**config.mk**
```make
export PLATFORM = sky130hd
export DESIGN_NAME = core_sequencer
export DESIGN_NICKNAME = d
export VERILOG_FILES = /design/src/rtl/core_pkg.sv /design/src/rtl/seq_pc.sv /design/src/rtl/core_sequencer.sv
export SDC_FILE = /design/constraint.sdc
export NUM_CORES = 1
export LEC_CHECK = 0
export BUFFER_PORTS_ARGS = -buffer_cell sky130_fd_sc_hd__buf_2
export CORE_MARGIN = 5
export CORE_UTILIZATION = 49
export CTS_CLUSTER_SIZE = 12
export DETAILED_ROUTE_END_ITERATION = 10
export GPL_ROUTABILITY_DRIVEN = 0
export PLACE_DENSITY = 0.77
export SYNTH_ARGS = -nofsm -noshare
export SYNTH_HDL_FRONTEND = slang
export SYNTH_HIERARCHICAL = 1
export SYNTH_SLANG_ARGS = --single-unit
export TNS_END_PERCENT = 5
```
**constraint.sdc**
```tcl
create_clock -name clk -period 2.4 [get_ports clk]
set_clock_uncertainty 0.05 [all_clocks]
set_input_delay 0.36 -clock clk [delete_from_list [all_inputs] [get_ports clk]]
set_output_delay 0.36 -clock clk [all_outputs]
set_load 0.1 [all_outputs]
```
**src/rtl/core_pkg.sv**
```systemverilog
// core_pkg: shared definitions for the core control path.
//   state_t : 3-bit phase encoding driven on core_sequencer.state and
//             consumed by the decode stage.
//   PC_STEP : sequential PC increment (one 32-bit instruction).
package core_pkg;

  typedef enum logic [2:0] {
    FETCH  = 3'd0,
    DECODE = 3'd1,
    EXEC   = 3'd2,
    MEM    = 3'd3,
    WRITE  = 3'd4,
    IDLE   = 3'd5,
    HALT   = 3'd6
  } state_t;

  localparam logic [31:0] PC_STEP = 32'd4;

endpackage

```
**src/rtl/seq_pc.sv**
```systemverilog
// seq_pc: program counter register with next-PC select.
//   clk, rst : clock, synchronous active-high reset (pc <= RESET_PC)
//   en       : advance the PC (asserted in WRITE)
//   take     : branch taken; load tgt instead of pc + PC_STEP
//   tgt      : word-aligned branch target
//   pc       : current PC
module seq_pc
  import core_pkg::*;
#(
  parameter logic [31:0] RESET_PC = 32'h0000_0000
) (
  input  logic        clk,
  input  logic        rst,
  input  logic        en,
  input  logic        take,
  input  logic [31:0] tgt,
  output logic [31:0] pc
);

  // pc + 4 wraps naturally at 2^32.
  always_ff @(posedge clk) begin
    if (rst)     pc <= RESET_PC;
    else if (en) pc <= take ? tgt : pc + PC_STEP;
  end

endmodule

```
**src/rtl/core_sequencer.sv**
```systemverilog
// core_sequencer: multicycle control FSM for the core.
// Sequences each instruction FETCH -> DECODE -> EXEC -> [MEM] -> WRITE,
// sharing one memory port between instruction fetch and data access.
//   clk, rst        : clock, synchronous active-high reset
//   start           : leave IDLE/HALT and begin fetching
//   state           : current phase (core_pkg::state_t encoding)
//   pc              : address of current instruction
//   mem_req/we      : memory request and write strobe
//   mem_is_data     : address select, 0 = pc, 1 = ALU result
//   mem_ready       : access completes this cycle
//   ir_en           : instruction register load
//   mem_read ... branch_uc : registered decode controls
//   cond_true       : ALU compare result, valid in EXEC
//   branch_target   : ALU-computed target, valid in EXEC
//   halt_req        : stop after the current instruction
//   rf_we           : register-file write enable
//   halted          : high in HALT
//   retired         : retired-instruction count (wraps)
module core_sequencer
  import core_pkg::*;
#(
  parameter logic [31:0] RESET_PC = 32'h0000_0000
) (
  input  logic        clk,
  input  logic        rst,
  input  logic        start,
  output logic [2:0]  state,
  output logic [31:0] pc,
  output logic        mem_req,
  output logic        mem_we,
  output logic        mem_is_data,
  input  logic        mem_ready,
  output logic        ir_en,
  input  logic        mem_read,
  input  logic        mem_write,
  input  logic        reg_write,
  input  logic        branch_c,
  input  logic        branch_uc,
  input  logic        cond_true,
  input  logic [31:0] branch_target,
  input  logic        halt_req,
  output logic        rf_we,
  output logic        halted,
  output logic [31:0] retired
);

  state_t      cur, nxt;
  logic        take;
  logic [31:0] tgt;

  assign state = cur;

  always_ff @(posedge clk) begin
    if (rst) cur <= IDLE;
    else     cur <= nxt;
  end

  // Branch outcome is captured in EXEC so decode inputs and ALU results
  // only need to be valid for that one cycle.
  always_ff @(posedge clk) begin
    if (rst) begin
      take <= 1'b0;
      tgt  <= RESET_PC;
    end else if (cur == EXEC) begin
      take <= branch_uc | (branch_c & cond_true);
      tgt  <= branch_target & ~32'd3;
    end
  end

  always_ff @(posedge clk) begin
    if (rst)                retired <= '0;
    else if (cur == WRITE)  retired <= retired + 32'd1;
  end

  seq_pc #(.RESET_PC(RESET_PC)) u_pc (
    .clk  (clk),
    .rst  (rst),
    .en   (cur == WRITE),
    .take (take),
    .tgt  (tgt),
    .pc   (pc)
  );

  always_comb begin
    nxt         = cur;
    mem_req     = 1'b0;
    mem_we      = 1'b0;
    mem_is_data = 1'b0;
    ir_en       = 1'b0;
    rf_we       = 1'b0;
    halted      = 1'b0;
    case (cur)
      FETCH: begin
        mem_req = 1'b1;
        ir_en   = mem_ready;
        if (mem_ready) nxt = DECODE;
      end
      DECODE: nxt = EXEC;
      EXEC:   nxt = (mem_read | mem_write) ? MEM : WRITE;
      MEM: begin
        mem_req     = 1'b1;
        mem_we      = mem_write;
        mem_is_data = 1'b1;
        if (mem_ready) nxt = WRITE;
      end
      WRITE: begin
        rf_we = reg_write;
        nxt   = halt_req ? HALT : FETCH;
      end
      HALT: begin
        halted = 1'b1;
        if (start) nxt = FETCH;
      end
      // IDLE and the unused encoding 7 both behave as IDLE.
      default: nxt = start ? FETCH : IDLE;
    endcase
  end

endmodule
```
==> out/results.ini, run 1 <==
[run_status]
outcome=complete, no violations

[power]
switchingPower_mw=1.08
ir_drop_v=0.000399
p_clk_share_pct=35.3
pwr-share-comb_pct=17.0
power_switching_share_pct=30.1
p_int_mw=2.50
p_seq_share_pct=47.7
finalPower_mw=3.58
power.density_nw_per_um2=604
p_leak_nw=2.25

[cts]
cts_tree=done
numCtsBuffers=9
cts_setup_buffers=0
cts_resized=0
cts.sinks=98
clk_pin_slew_worst_paths_ps=100
cts_hold_buf=0
cts_buffer_depth=2
cts_max_level=3
clock_latency_ps=360
clockRootBuffer=clkbuf_8

[global_route]
grt_pass1_wl_um=23200
overflow=0
grt_usage_pct=22.2
grt_pass1_vias=4877
grt_max_degree=48
antenna_found_initial=1

[place]
post-dp-hpwl_um=9970
placed_area_um2=5690
place_ws_ps=253
port_buffers=113

[sta]
finalHoldViolations=0
final.min_clock_period_ps=2210
worst_slack_ps=188
setup_violations=0
worst_pin_slew_ps=532
max-slew-margin-rel_pct=64.2
rsz0062_at_grt=false
min_period_over_period_pct=92.2
max_freq_mhz=452
finalMaxSlewViolations=0
tns_ps=0

[die]
die_height_um=111
fp.dieW_um=111
rows=36
io_pins=116
initial_core_util_pct=50.4
core_region_area_um2=9820
die-area_um2=12200

[setup_path]
start_kind=flip-flop
end_kind=output pin
crit_fanout=24
crit_arrival_ps=1800
path_class=flip-flop to output pin
cp.required_ps=1990

[detailed_routing]
viasPerCell=5.98
via_count=5165
post_drt_wl_per_cell_um=16.3
first_iter_violations=367
antenna_left=0
wirelength_um=14100
drc=0
dr.pass1.iters=5

[final_layout]
nets=771
syn_to_final_growth_pct=19.7
num-fill-cells=916
drive_above_1_share_pct=24.9
diodes=0
postLayoutCoreUtil_pct=60.3
finish.instance_area_um2=5920

[yosys]
synth_flop_cell=dfxtp_1
netlist_instances=624
avgSynthCellArea_um2=7.93
synth_seq_cells=98
yosysSeqAreaShare_pct=39.6
synth_edf_count=0
async_flop_share_pct=0
synth.yosys.warnings=6
syn-cell-area_um2=4950
synth_cell_types=62

[min_path]
hold_path_class=input port to flip-flop

[flow_run]
maxCapViolCount=0

-- final cells by class --
| type | instances | area, um2 | share of cell area, % |
|---|---|---|---|
| Clock buffer | 10 | 128 | 2.15 |
| Clock inverter | 6 | 105 | 1.77 |
| Inverter | 19 | 71.3 | 1.20 |
| Multi-Input combinational cell | 467 | 2770 | 46.7 |
| Sequential cell | 98 | 1970 | 33.2 |
| Tap cell | 133 | 166 | 2.81 |
| Timing Repair Buffer | 131 | 718 | 12.1 |
-- cells in the mapped netlist, drive strengths merged (3+ instances only) --
library cell,instances,area [um2]
nor2,46,173
or3,10,62.6
nor2b,9,56.3
nand3,17,85.1
a21oi,65,325
mux2i,9,90.1
nor3,11,60.1
and4,8,73.8
a31oi,4,25.0
clkbuf,31,116
nor4,12,106
a22o,3,26.3
and3,8,50.1
buf,10,71.3
o31ai,12,90.1
nand2,106,398
and2,8,50.1
xnor2,6,52.6
o21ai,32,160
dfxtp,98,1960
a22oi,9,67.6
a32o,4,40.0
mux2,7,78.8
o22ai,7,43.8
nand4,19,144
a211oi,9,67.6
nand2b,3,18.8
o41ai,3,26.3
or4,11,90.1
inv,17,63.8
-- state kept, by name, summed over array words and instances (netlist names) --
register	count
retired	32
state	3
take	1
tgt	30
u_pc/pc	32
-- per-stage QoR --
| step | hold slack [ps] | cells |
|---|---|---|
| 4_1_cts | 168 | 864 |
| 5_1_grt | 171 | 864 |
| 2_1_floorplan | 382 | 625 |
| 6_report | 175 | 864 |
| 3_3_place_gp | 393 | 848 |
| 3_5_place_dp | 399 | 848 |
-- layout by cell type, fill, tap and decap left out, drive strengths merged, types with 5 or more instances in the layout --
cell and n:
and2 8, nor2 46, nand4 19, or3 10, dfxtp 98, xnor2 6, o22ai 7, clkinv 5
mux2 7, nor2b 9, buf 131, and3 8, a211oi 9, or4 11, o21ai 32, inv 17
nor3 11, nor4 12, nand3 17, a22oi 9, mux2i 9, nand2 106, o31ai 12, and4 8
clkbuf 10, a21oi 65
-- worst max-delay path, stage by stage, from the launching register on --
cell and delay, ps:
dfxtp_2 490, nor3b_4 260, buf_4 320, and2_4 210, buf_12 160
-- cell families (layout without fill, tap and decap cells) --
logic type               count (synthesis)  count (layout)  synth area share (%)
adder cells (fa/ha/maj)                  2               2                 0.505
XOR/XNOR                                 8               8                  1.42
AND/OR/NAND/NOR                        276             276                  29.2
other                                    1               2                0.0758
AO/OA/AOI/OAI                          163             163                  20.5
flip-flops                              98              98                  39.6
buffers and inverters                   60             166                  5.23
multiplexers                            16              16                  3.41
-- per-layer routing --
metal	vias up	share of wire (%)	track usage [%]	routed length, um
li1	2455	-	-	-
met1	2426	42	28.3	5930
met2	248	47	36.1	6580
met3	34	9.0	5.53	1270
met4	2	2.1	8.21	297
met5	-	0.092	0	13
-- power by group through the flow --
stage	clock network (mW)	logic, mW	registers (mW)
3_3_place_gp	0	0.595	1.74
4_1_cts	1.28	0.606	1.71
6_report	1.26	0.610	1.71
5_1_grt	1.35	0.647	1.71
2_1_floorplan	0	0.263	1.93
3_5_place_dp	0	0.604	1.74
-- path summary, 6_finish.rpt --
| kind | to | startpoint | slack [ps] | cells after the start |
|---|---|---|---|---|
| worst max register to register | retired[22]$_SDFFE_PP0N_ | state[2]$_SDFFE_PP1P_ | 230 | 4 |
| worst max-delay path | rf_we | state[2]$_SDFFE_PP1P_ | 190 | 4 |
| worst min-delay path | tgt[23]$_SDFFE_PP0N_ | branch_target[23] | 170 | 3 |
| worst min register to register | tgt[19]$_SDFFE_PP0N_ | tgt[19]$_SDFFE_PP0N_ | 410 | 2 |
Note: power is estimated with default switching activity, not from simulation.
==> inputs of run 2 (changes only) <==
- CORE_UTILIZATION: 49 -> 58
- PLACE_DENSITY: 0.77 -> 0.85
- clock period: 2.4 -> 2.66 ns (I/O delays scaled with it)
==> run 2 against run 1 <==
  * Utilization grew 9.9 points
  * Count of clock-buffer cells in the layout stayed put
  * Worst setup slack improved by 100 ps
  * Via count fell by 2.1%
  * Sequential share of layout area increased by 0.62 points
  * Critical path type unchanged
  * Global-route usage increased by 2.2 points
  * Total power is 14% lower
==> out/results.ini, run 2 (synthesis gave the netlist of run 1 again) <==
[detailed_routing]
via_count=5058
wirelength_um=13100
viasPerCell=6.10
first_iter_violations=437
antenna_left=0
drc=0
dr.pass1.iters=7
post_drt_wl_per_cell_um=15.8

[cts]
clk_pin_slew_worst_paths_ps=110
numCtsBuffers=9
cts_setup_buffers=0
cts_max_level=3
clockRootBuffer=clkbuf_8
cts_tree=done
clock_latency_ps=360
cts_resized=0
cts.sinks=98
cts_buffer_depth=2
cts_hold_buf=0

[power]
p_leak_nw=2.19
power.density_nw_per_um2=530
ir_drop_v=0.000397

[sta]
max-slew-margin-rel_pct=63.6
worst_slack_ps=290
setup_violations=0
min_period_over_period_pct=89.1
final.min_clock_period_ps=2370
finalMaxSlewViolations=0
worst_pin_slew_ps=541
finalHoldViolations=0
rsz0062_at_grt=false
max_freq_mhz=422

[global_route]
grt_pass1_wl_um=21000
antenna_found_initial=0
grt_usage_pct=24.3
grt_max_degree=55
overflow=0
grt_pass1_vias=4684

[die]
initial_core_util_pct=59.9
fp.dieW_um=102
core_region_area_um2=8260
die_height_um=102
rows=33
die-area_um2=10500
io_pins=116

[final_layout]
reg_top3=retired (32), u_pc/pc (32), tgt (30)
drive_above_1_share_pct=23.6
syn_to_final_growth_pct=17.1
regArea_um2=1960
final_common_cell=buf_2
num-fill-cells=697
finish.instance_area_um2=5800
layout_common_cells=buf_2 (112), nand2_1 (106), dfxtp_1 (97)
multi_input_area_um2=2760
diodes=0
nets=764

[setup_path]
crit_path_start=state[2]$_SDFFE_PP1P_
path_class=flip-flop to output pin
r2r_end=retired[22]$_SDFFE_PP0N_
start_kind=flip-flop
cp.required_ps=2210
r2r-start=state[0]$_SDFFE_PP1P_
worst-r2r-cell-count=4
crit_fanout=11
rrSetupSlack_ps=400
critPathCapture=rf_we
end_kind=output pin
crit_arrival_ps=1920

[place]
place_ws_ps=419
post-dp-hpwl_um=9260
placed_area_um2=5590
port_buffers=113

[min_path]
hold_path_class=input port to flip-flop

[flow_run]
maxCapViolCount=0

[run_status]
outcome=complete, no violations

run 2: worst min-delay path by stage:
stage	start	to	slack [ps]	depth (start not counted)
3_3_place_gp	tgt[12]$_SDFFE_PP0N_	tgt[12]$_SDFFE_PP0N_	390	2
2_1_floorplan	tgt[28]$_SDFFE_PP0N_	tgt[28]$_SDFFE_PP0N_	380	2
6_report	branch_target[25]	tgt[25]$_SDFFE_PP0N_	210	3
4_1_cts	branch_target[25]	tgt[25]$_SDFFE_PP0N_	200	3
5_1_grt	branch_target[28]	tgt[28]$_SDFFE_PP0N_	200	3
3_5_place_dp	tgt[21]$_SDFFE_PP0N_	tgt[21]$_SDFFE_PP0N_	390	2
run 2: power breakdown:
group | total [mW] | internal, mW | switching, mW
registers | 1.55 | 1.50 | 0.0513
clock network | 1.01 | 0.471 | 0.540
logic | 0.511 | 0.122 | 0.389
total | 3.07 | 2.09 | 0.979
run 2: layout make-up:
class	instances	share of cell area, %
multi-input combinational	467	47.6
sequential	98	33.9
clock buffer	10	2.37
inverter	19	1.23
tap	105	2.27
clock inverter	6	1.25
timing repair buffer	124	11.4
run 2: stage by stage:
step	TNS, ps	hold WS [ps]	cells	util, %	total power [mW]
2_1_floorplan	-1280	382	625	-	1.98
3_3_place_gp	0	392	813	67.7	2.08
3_5_place_dp	0	394	813	67.7	2.09
4_1_cts	0	195	829	70.2	3.09
5_1_grt	0	204	829	70.2	3.18
6_report	0	211	829	70.2	3.07
run 2: critical path, cell delays in order, from the launching register on:
cell	delay, ps
dfxtp_2	470
nor3b_4	460
and2_2	210
buf_2	420
run 2: layer usage:
layer	GRT usage (%)	share of wire, %	wire [um]	up-vias
li1	-	-	-	2444
met1	30.2	40	5250	2360
met2	40.2	49	6390	220
met3	5.94	8.9	1170	34
met4	10.3	2.2	294	0
met5	0	0	0	-
==> inputs of run 3 (changes only) <==
- PLACE_DENSITY: 0.85 -> 0.95
==> run 3 against run 2 <==
  * Sequential power hardly changed
  * Die area stayed put
  * Clock power is 5% lower
  * Largest power group unchanged
==> out/results.ini, run 3 (synthesis gave the netlist of run 1 again) <==
[setup_path]
crit_buf_inv=2
cp.depth=4
cp.required_ps=2210
crit_fanout=11
crit_chain=nor3b_4 > buf_4 > and2_2 > buf_2
worst-r2r-cell-count=4
end_kind=output pin
crit_arrival_ps=1820
rrSetupSlack_ps=470
slowest_stage=dfxtp_2
start_kind=flip-flop
cpPeakStageDelay_ps=470
critPathTopFamily=buffers and inverters
path_class=flip-flop to output pin

[sta]
max-slew-margin-rel_pct=66.7
tns_ps=0
final.min_clock_period_ps=2270
worst_slack_ps=392
worst_pin_slew_ps=494
rsz0062_at_grt=false
finalMaxSlewViolations=0
max_freq_mhz=441
finalHoldViolations=0
holdWs_ps=224
min_period_over_period_pct=85.3
setup_violations=0

[final_layout]
final_common_cell=buf_2
num-fill-cells=649
finalNonFillerCells=830
diodes=0
multi_input_area_um2=2760
nets=766
regArea_um2=1960
drive_above_1_share_pct=23.7
reg_top3=retired (32), u_pc/pc (32), tgt (30)
syn_to_final_growth_pct=16.8
layout_common_cells=buf_2 (113), nand2_1 (106), dfxtp_1 (97)

[cts]
cts_max_level=3
cts_hold_buf=0
cts_tree=done
clk_pin_slew_worst_paths_ps=90
cts_resized=0
numCtsBuffers=9
cts.sinks=98
clockRootBuffer=clkbuf_8
clock_latency_ps=350
cts_buffer_depth=2
cts_setup_buffers=0

[global_route]
grt_pass1_wl_um=21600
antenna_found_initial=0
grt_max_degree=49
grt_pass1_vias=4706
overflow=0
grt_usage_pct=25.3

[detailed_routing]
top_layer_used=met4
first_iter_violations=268
dr.pass1.iters=5
post_drt_wl_per_cell_um=16.1
drc=0
wl_met3_um=1140
viasPerCell=6.15
antenna_left=0
met1_length_um=5490
via_count=5103
dr_wl_met2_um=6420
wirelength_um=13300

[run_status]
outcome=complete, no violations

[die]
core_region_area_um2=8260
fp.dieW_um=102
io_pins=116
rows=33
die_height_um=102
initial_core_util_pct=59.9
die-area_um2=10500

[place]
place_ws_ps=494
dp_cells=815
port_buffers=113
post-dp-hpwl_um=9540

[flow_run]
maxCapViolCount=0

[power]
ir_drop_v=0.000365
power.density_nw_per_um2=523
p_leak_nw=2.19

[min_path]
whs_path_depth=3
hold_path_class=input port to flip-flop

## run 3: layout make-up
cell class                 instances  share of cell area, %
multi-input combinational        467                   47.7
timing repair buffer             126                   11.5
tap                              105                   2.27
inverter                          19                   1.23
sequential                        98                   34.0
clock buffer                      10                   2.38
clock inverter                     5                  0.952
## run 3: layer usage
layer	vias to the layer above	track usage (%)
met5	-	0
met3	32	5.32
met4	0	10.1
li1	2449	-
met1	2386	32.0
met2	236	42.2
## run 3: path summary, 6_finish.rpt
check / to / start
worst max register to register: retired[16]$_SDFFE_PP0N_ / state[1]$_SDFFE_PP0P_
worst max-delay path: rf_we / state[2]$_SDFFE_PP1P_
worst min-delay path: tgt[13]$_SDFFE_PP0N_ / branch_target[13]
worst min register to register: tgt[12]$_SDFFE_PP0N_ / tgt[12]$_SDFFE_PP0N_
## run 3: per-stage QoR
stage | util (%) | power, mW | instance area (um2)
floorplan | - | 1.98 | 4970
global placement | 67.7 | 2.08 | 5590
detailed placement | 67.7 | 2.10 | 5590
CTS | 70.0 | 3.03 | 5780
global route | 70.0 | 3.13 | 5780
finish | 70.0 | 3.03 | 5780
## run 3: worst reg2reg max path, stage by stage (launching register included)
cell,delay (ps)
dfxtp_1,430
nand4bb_4,330
or4_4,670
or4_1,510
a21oi_1,150
## run 3: where the power goes
part	total, mW	switching (mW)	leakage (nW)	internal (mW)
sequential	1.55	0.0472	0.791	1.50
combinational	0.524	0.398	1.30	0.126
clock	0.955	0.503	0.0941	0.452
total	3.03	0.948	2.19	2.08
